--- src/rtl/pb_debounce_pkg.sv ---
// pb_debounce_pkg: shared FSM state type and default timing constants for the pushbutton conditioner.
package pb_debounce_pkg;
    typedef enum logic [1:0] {
        IDLE         = 2'd0,
        PRESS_WAIT   = 2'd1,
        PRESSED      = 2'd2,
        RELEASE_WAIT = 2'd3
    } pb_state_t;
    localparam int DEF_DEBOUNCE_CYCLES = 1000000;
    localparam int DEF_REPEAT_DELAY    = 50000000;
    localparam int DEF_REPEAT_PERIOD   = 10000000;
endpackage

--- src/rtl/pb_debounce_sync.sv ---
// sync_ff: STAGES-deep reset-clearable synchroniser for a single asynchronous bit.
module sync_ff #(
    parameter int STAGES = 2
) (
    input  logic clk,
    input  logic rst_n,
    input  logic d,
    output logic q
);
    logic [STAGES-1:0] r;
    always_ff @(posedge clk or negedge rst_n) begin
        if (!rst_n) r <= '0;
        else        r <= {r[STAGES-2:0], d};
    end
    assign q = r[STAGES-1];
endmodule

--- src/rtl/pb_debounce_pulse.sv ---
// pb_debounce_pulse: synchronise, debounce and strobe a raw pushbutton.
// Optional auto-repeat of press_pulse while held is enabled by defining PB_AUTOREPEAT_EN.
module pb_debounce_pulse
    import pb_debounce_pkg::*;
#(
    parameter int SYNC_STAGES     = 2,
    parameter int DEBOUNCE_CYCLES = DEF_DEBOUNCE_CYCLES,
    parameter int REPEAT_DELAY    = DEF_REPEAT_DELAY,
    parameter int REPEAT_PERIOD   = DEF_REPEAT_PERIOD
) (
    input  logic clk,
    input  logic rst_n,
    input  logic btn_in,
    output logic btn_level,
    output logic press_pulse,
    output logic release_pulse
);
    localparam int CW = $clog2(DEBOUNCE_CYCLES + 1);
    localparam logic [CW-1:0] CNT_MAX = CW'(DEBOUNCE_CYCLES);
    pb_state_t state, state_n;
    logic [CW-1:0] cnt, cnt_n;
    logic sync_q, press_n, press_d, release_n, level_n;
    sync_ff #(.STAGES(SYNC_STAGES)) u_sync (
        .clk  (clk),
        .rst_n(rst_n),
        .d    (btn_in),
        .q    (sync_q)
    );
`ifdef PB_AUTOREPEAT_EN
    localparam int RPT_MAX = (REPEAT_DELAY > REPEAT_PERIOD) ? REPEAT_DELAY : REPEAT_PERIOD;
    localparam int RW = $clog2(RPT_MAX + 1);
    localparam logic [RW-1:0] RPT_DLY_M1 = RW'(REPEAT_DELAY - 1);
    localparam logic [RW-1:0] RPT_PER_M1 = RW'(REPEAT_PERIOD - 1);
    logic [RW-1:0] rpt, rpt_n;
    logic rpt_first, rpt_first_n, rpt_fire;
`endif
    always_comb begin
        state_n   = state;
        cnt_n     = cnt;
        press_n   = 1'b0;
        release_n = 1'b0;
        case (state)
            IDLE: begin
                state_n = sync_q ? PRESS_WAIT : IDLE;
                cnt_n   = sync_q ? CW'(1) : '0;
            end
            PRESS_WAIT: begin
                if (!sync_q) begin
                    state_n = IDLE;
                    cnt_n   = '0;
                end else if (cnt >= CNT_MAX) begin
                    state_n = PRESSED;
                    cnt_n   = '0;
                    press_n = 1'b1;
                end else begin
                    cnt_n = cnt + 1'b1;
                end
            end
            PRESSED: begin
                state_n = sync_q ? PRESSED : RELEASE_WAIT;
                cnt_n   = sync_q ? cnt : CW'(1);
            end
            RELEASE_WAIT: begin
                if (sync_q) begin
                    state_n = PRESSED;
                    cnt_n   = '0;
                end else if (cnt >= CNT_MAX) begin
                    state_n   = IDLE;
                    cnt_n     = '0;
                    release_n = 1'b1;
                end else begin
                    cnt_n = cnt + 1'b1;
                end
            end
            default: begin
                state_n = IDLE;
                cnt_n   = '0;
            end
        endcase
        level_n = (state_n == PRESSED) || (state_n == RELEASE_WAIT);
`ifdef PB_AUTOREPEAT_EN
        // Repeat counter measures cycles since the last press strobe; it only advances while PRESSED.
        rpt_n       = rpt;
        rpt_first_n = rpt_first;
        rpt_fire    = 1'b0;
        if (press_n || state_n == IDLE) begin
            rpt_n       = '0;
            rpt_first_n = 1'b1;
        end else if (state == PRESSED && state_n == PRESSED) begin
            if (rpt >= (rpt_first ? RPT_DLY_M1 : RPT_PER_M1)) begin
                rpt_fire    = 1'b1;
                rpt_n       = '0;
                rpt_first_n = 1'b0;
            end else begin
                rpt_n = rpt + 1'b1;
            end
        end
        press_d = press_n | rpt_fire;
`else
        press_d = press_n;
`endif
    end
    always_ff @(posedge clk or negedge rst_n) begin
        if (!rst_n) begin
            state         <= IDLE;
            cnt           <= '0;
            btn_level     <= 1'b0;
            press_pulse   <= 1'b0;
            release_pulse <= 1'b0;
        end else begin
            state         <= state_n;
            cnt           <= cnt_n;
            btn_level     <= level_n;
            press_pulse   <= press_d;
            release_pulse <= release_n;
        end
    end
`ifdef PB_AUTOREPEAT_EN
    always_ff @(posedge clk or negedge rst_n) begin
        if (!rst_n) begin
            rpt       <= '0;
            rpt_first <= 1'b1;
        end else begin
            rpt       <= rpt_n;
            rpt_first <= rpt_first_n;
        end
    end
`endif
endmodule

--- config.mk ---
export PLATFORM = sky130hd
export DESIGN_NAME = pb_debounce_pulse
export DESIGN_NICKNAME = d
export VERILOG_FILES = /design/src/rtl/pb_debounce_pkg.sv /design/src/rtl/pb_debounce_sync.sv /design/src/rtl/pb_debounce_pulse.sv
export SDC_FILE = /design/constraint.sdc
export NUM_CORES = 1
export LEC_CHECK = 0
export ABC_AREA = 1
export CAP_MARGIN = 20
export CORE_ASPECT_RATIO = 0.5
export CORE_UTILIZATION = 50
export DETAILED_ROUTE_END_ITERATION = 6
export DONT_BUFFER_PORTS = 1
export GPL_ROUTABILITY_DRIVEN = 1
export PLACE_DENSITY_LB_ADDON = 0.12
export SYNTH_ARGS = -nofsm -noshare
export SYNTH_HDL_FRONTEND = slang
export SYNTH_SLANG_ARGS = --single-unit
--- constraint.sdc ---
create_clock -name clk -period 1.43 [get_ports clk]
set_input_delay 0.0715 -clock clk [delete_from_list [all_inputs] [get_ports clk]]
set_output_delay 0.0715 -clock clk [all_outputs]
set_load 0.01 [all_outputs]
Word-level counts from Yosys, hierarchy flattened

Index checks and enable logic that the tools add are counted.

Shift-type cells: 0
Bitwise operators: 0
Magnitude comparators: 1
Div/mod/pow operators: 0
Add/sub/neg operators: 1
Multiply operators: 0
Equal/unequal tests: 6
Reductions and logical operators: 2
Muxes and demuxes: 18

Operators with widths:

| cell                    | count |
|---|---|
| $mux W20                | 4 |
| $pmux W20 S4            | 1 |
| $add A20 B1 Y20 const B | 1 |
| $ge A20 B20 Y1 const B  | 1 |
| $eq A2 B2 Y1 const B    | 4 |
| $mux W1                 | 8 |
| $mux W2                 | 4 |
| $pmux W2 S4             | 1 |
| $eq A2 B1 Y1 const B    | 1 |
| $logic_not A2 Y1        | 1 |
| $ne A2 B2 Y1 const B    | 1 |
| $logic_or A1 B1 Y1      | 1 |

Input port bits: 3
Memories: 0
Memory bits (read-only): 0
Memory bits (writable): 0
Bits in registers: 27
Latch bits: 0

Longest topological paths before layout

Depth in word-level cells: 6
Depth in mapped cells: 10

Cells and area by module

From an unflattened synthesis, not the netlist that was laid out.

Cell total of the unflattened synthesis: 210
Area, all modules: 1556.5 sq um

Modules (own cells, without submodules):

| module            | seq. area each (sq um) | times used | area an instance (sq um) | cells each |
|---|---|---|---|---|
| pb_debounce_pulse | 625.6                  | 1          | 1506.4                   | 208 |
| sync_ff           | 50.0                   | 1          | 50.0                     | 2 |

Worst setup path after synthesis

Ideal clock, no wire load.

Path type: reg-to-reg
Start point: register cnt[0]
End point: register cnt[18]
Path slack: 0.062 ns
Library setup time: 0.122 ns
Stages on the path, launching flop included: 9
Arrival time: 1.246 ns
Cells stage by stage: dfrtp_1 -> ha_1 -> nand2_1 -> nor2_2 -> nand3_2 -> nor2_1 -> nand3_1 -> nand2_2 -> a21oi_2

Word-level cells in the longest chain between the ends: 4
Elaborated cells between the ends (all ways): 6
Classes of those cells: add/sub (1); order compare (1); mux (4)

RTL lines:

| item                                              | line                                             | text |
|---|---|---|
| start: declaration                                | pb_debounce_pulse.sv:21                          | `logic [CW-1:0] cnt, cnt_n;` |
| start signal: assignment                          | pb_debounce_pulse.sv:112                         | `cnt <= cnt_n;` |
| $add A20 B1 Y20 or $ge A20 B20 Y1 (tied branches) | -                                                |  |
| $mux W20 *                                        | pb_debounce_pulse.sv:51, pb_debounce_pulse.sv:67 |  |
| $mux W20, on equally long branches                | pb_debounce_pulse.sv:64, pb_debounce_pulse.sv:48 |  |
| $pmux W20 S4 *                                    | pb_debounce_pulse.sv:42                          | `case (state)` |

Mark *: on every way between the ends. The rest lies on a longest branch, timed or not.
A chain may end at the register's enable or synchronous reset.

Worst setup path after layout

Start point: register cnt[1]
End point: register cnt[16]

Same word-level chain as after synthesis.

==> flow_metrics.py <==
metrics = {
    "die": {
        "die_h_um": 41.0,
        "std_cell_rows": 13,
        "io_pins": 6,
        "die-area_um2": 3280,
        "coreArea_um2": 2730,
        "initial_core_util_pct": 55.6,
        "die_w_um": 80.0,
    },
    "logic_synthesis": {
        "syn-num-nets": 198,
        "synth_area_um2": 1520,
        "yosysUniqueCellTypes": 25,
        "synth-seq-cells": 27,
        "synthTopCellsByArea": "dfrtp_1 (44%), nand2_1 (11%), inv_1 (6.4%)",
        "synth.avg_cell_area_um2": 7.88,
        "synth_warnings": 0,
        "ys_seq_area_share_pct": 44.4,
        "netlist.area_leader.share_pct": 44.4,
        "syn-instance-count": 193,
        "synth_area_leader_cell": "dfrtp_1",
    },
    "detailed_routing": {
        "drcViolationCount": 0,
        "ant_nets": 0,
        "num_vias": 1311,
        "drt-total-wl_um": 3350,
        "avgRoutedWirePerCell_um": 13.2,
        "drtIter0Drc": 64,
        "vias_per_cell": 5.16,
        "dr.pass1.iters": 4,
    },
    "status": {
        "violations": "negative setup slack",
        "status": "finished with violations",
    },
    "sta": {
        "finalHoldViolations": 0,
        "fin_ws_ns": -0.00471,
        "finalClockSkew_ns": 0.00531,
        "relSlewSlack_pct": 68.3,
        "clock.fmax_mhz": 697,
        "period_share_pct": 100,
        "worst_slew_pin_slew_ns": 0.475,
        "setup_viol": 1,
        "slew_viol_final": 0,
        "rsz0062_at_grt": "true",
        "period_needed_ns": 1.43,
    },
    "grt": {
        "antenna_found_initial": 0,
        "grtUsageMet1_pct": 34.5,
        "grt_max_degree": 28,
        "overflow": 0,
        "busiest_layer": "met1",
        "grt_pass1_vias": 1113,
        "grt_usage_pct": 23.1,
        "met2_usage_pct": 34.2,
        "gr-usage-met3_pct": 5.33,
        "grt_pass1_wl_um": 5340,
    },
    "placement": {
        "pre_cts_ws_ns": -0.0275,
        "io_buffers": 0,
        "gp_congestion": 0.842,
        "hpwl_um": 2360,
    },
    "clock_network": {
        "clk_latency_ns": 0.28,
        "cts_tree": "yes",
        "htree_num_levels": 1,
        "clockBufferDepth": 2,
        "cts.sinks": 27,
        "cts_root_buf": "clkbuf_8",
        "cts_buffers": 3,
        "path_clk_slew_ns": 0.10,
    },
    "hold_path": {
        "hold_path.class": "input pin to async pin",
    },
    "cells_and_area": {
        "multi_input_area_um2": 823,
        "antenna_cells": 0,
        "fin_nets": 223,
        "final_layout_size_suffix_gt1_share_pct": 28.1,
        "syn_to_final_growth_pct": 24.3,
        "nFillCells": 200,
        "regArea_um2": 678,
    },
    "pwr": {
        "powerDensity_nw_per_um2": 697,
        "leakage_nw": 0.822,
        "ir_worst_vdd_v": 0.000611,
        "total_power_mw": 1.32,
    },
    "job": {
        "max-cap-violations": 0,
    },
    "worst_setup_path": {
        "cp-startpoint": "cnt[1]",
        "worstPathCellList": "ha_2 -> nand2_2 -> nor2_4 -> nand3_1 -> nor3_1 -> nor2_1 -> o21ai_1",
        "max_stage_delay_ns": 0.37,
        "cp_data_required_time_ns": 1.64,
        "end_kind": "flop",
        "r2r_slack_ns": -0.005,
        "cp_num_buf_inv": 0,
        "arrival_ns": 1.64,
        "crit_path_start_kind": "flop",
        "cp_max_fo": 4,
        "r2r_cells": 7,
        "cpMaxStageDelayCell": "dfrtp_1",
        "reg2reg_to": "cnt[16]",
        "r2r_start": "cnt[1]",
        "path_class": "flop to flop",
        "cp_top_family": "simple AND/OR/NAND/NOR gates",
    },
}
## cells by family after synthesis
kind of cell	share of synthesized area (%)
fa+ha+maj	1.65
compound gates	11.0
simple gates	31.3
buf+inv	8.15
flops	44.4
xor+xnor	3.46
## final cells by class
type                       instances  area share [%]
tap                               37            2.45
clock inverter                     1           0.464
clock buffer                       3            2.19
sequential                        27            35.9
multi-input combinational        137            43.6
inverter                          26            5.17
timing repair buffer              23            10.3
## flip-flops by register name, indices dropped and copies added, names as in the netlist
name	cells
cnt	20
state	2
u_sync.r	2
btn_level	1
press_pulse	1
release_pulse	1
## placed cells by master (no fill, tap or decap), types with 2 or more instances in the layout
cell type      count
nand2_1           40
inv_1             26
dfrtp_1           25
buf_4             19
o21ai_1           14
nor2_1            11
nand3_1           10
nand2_2            8
nor2_4             7
nand3_2            7
o21ai_0            6
nor3_1             5
xor2_1             5
nor2_2             4
o22ai_1            4
nand4_1            3
clkbuf_8           3
nand2_4            2
a21oi_1            2
dfrtp_2            2
dlygate4sd3_1      2
## how the worst max path moves through the flow
stage                     cells after the start       to  slack, ns
after floorplan                               8  cnt[18]       0.06
after global placement                        8  cnt[16]      -0.02
after detailed placement                      8  cnt[16]      -0.03
after CTS                                     8   cnt[4]     -0.001
after global routing                          8  cnt[18]      -0.10
final                                         7  cnt[16]     -0.005
## cells in the mapped netlist
cell	number
a21boi_1	1
a21oi_1	2
a21oi_2	1
a21oi_4	1
buf_6	2
clkbuf_1	1
dfrtp_1	27
ha_1	2
inv_1	26
nand2_1	46
nand2_2	4
nand3_1	16
nand3_2	2
nand4_1	3
nor2_1	16
nor2_2	4
nor2_4	2
nor3_1	5
nor3_2	1
nor3_4	1
o21ai_0	15
o21ai_1	5
o22ai_1	4
xnor2_1	1
xor2_1	5
## timing repair
item,in CTS,in global routing
buffers inserted,0,2
cloned,0,0
pin swaps,0,6
resized for setup,4,34
endpoints found under the hold margin,28,0
hold buffers,3,0
setup endpoints to repair,4,20
## worst register-to-register path: stages, from the launching register on
cell and delay, ns:
dfrtp_1 0.37, ha_2 0.20, nand2_2 0.07, nor2_4 0.18
nand3_1 0.14, nor3_1 0.20, nor2_1 0.06, o21ai_1 0.14
## metal layers
metal / routed length, µm / up-vias
li1: - / 666
met1: 1760 / 617
met2: 1420 / 24
met3: 158 / 4
met4: 19 / 0
met5: 0 / -
## metrics by stage
stage                     cells  setup TNS, ns  instance area [µm²]  util (%)  hold slack [ns]
after global placement      245        -0.0185                 1680      61.3           -0.223
after floorplan             193              0                 1520         -           -0.224
after CTS                   252       -0.00103                 1780      65.1            0.235
final                       254       -0.00471                 1890      69.1            0.232
after global routing        254         -0.610                 1890      69.1            0.243
after detailed placement    245        -0.0770                 1680      61.3           -0.223
## where the power goes
| part | internal [mW] | switching, mW |
|---|---|---|
| clock network | 0.205 | 0.261 |
| logic | 0.0310 | 0.0432 |
| registers | 0.771 | 0.00621 |
Power figures use the tool's default switching activity.
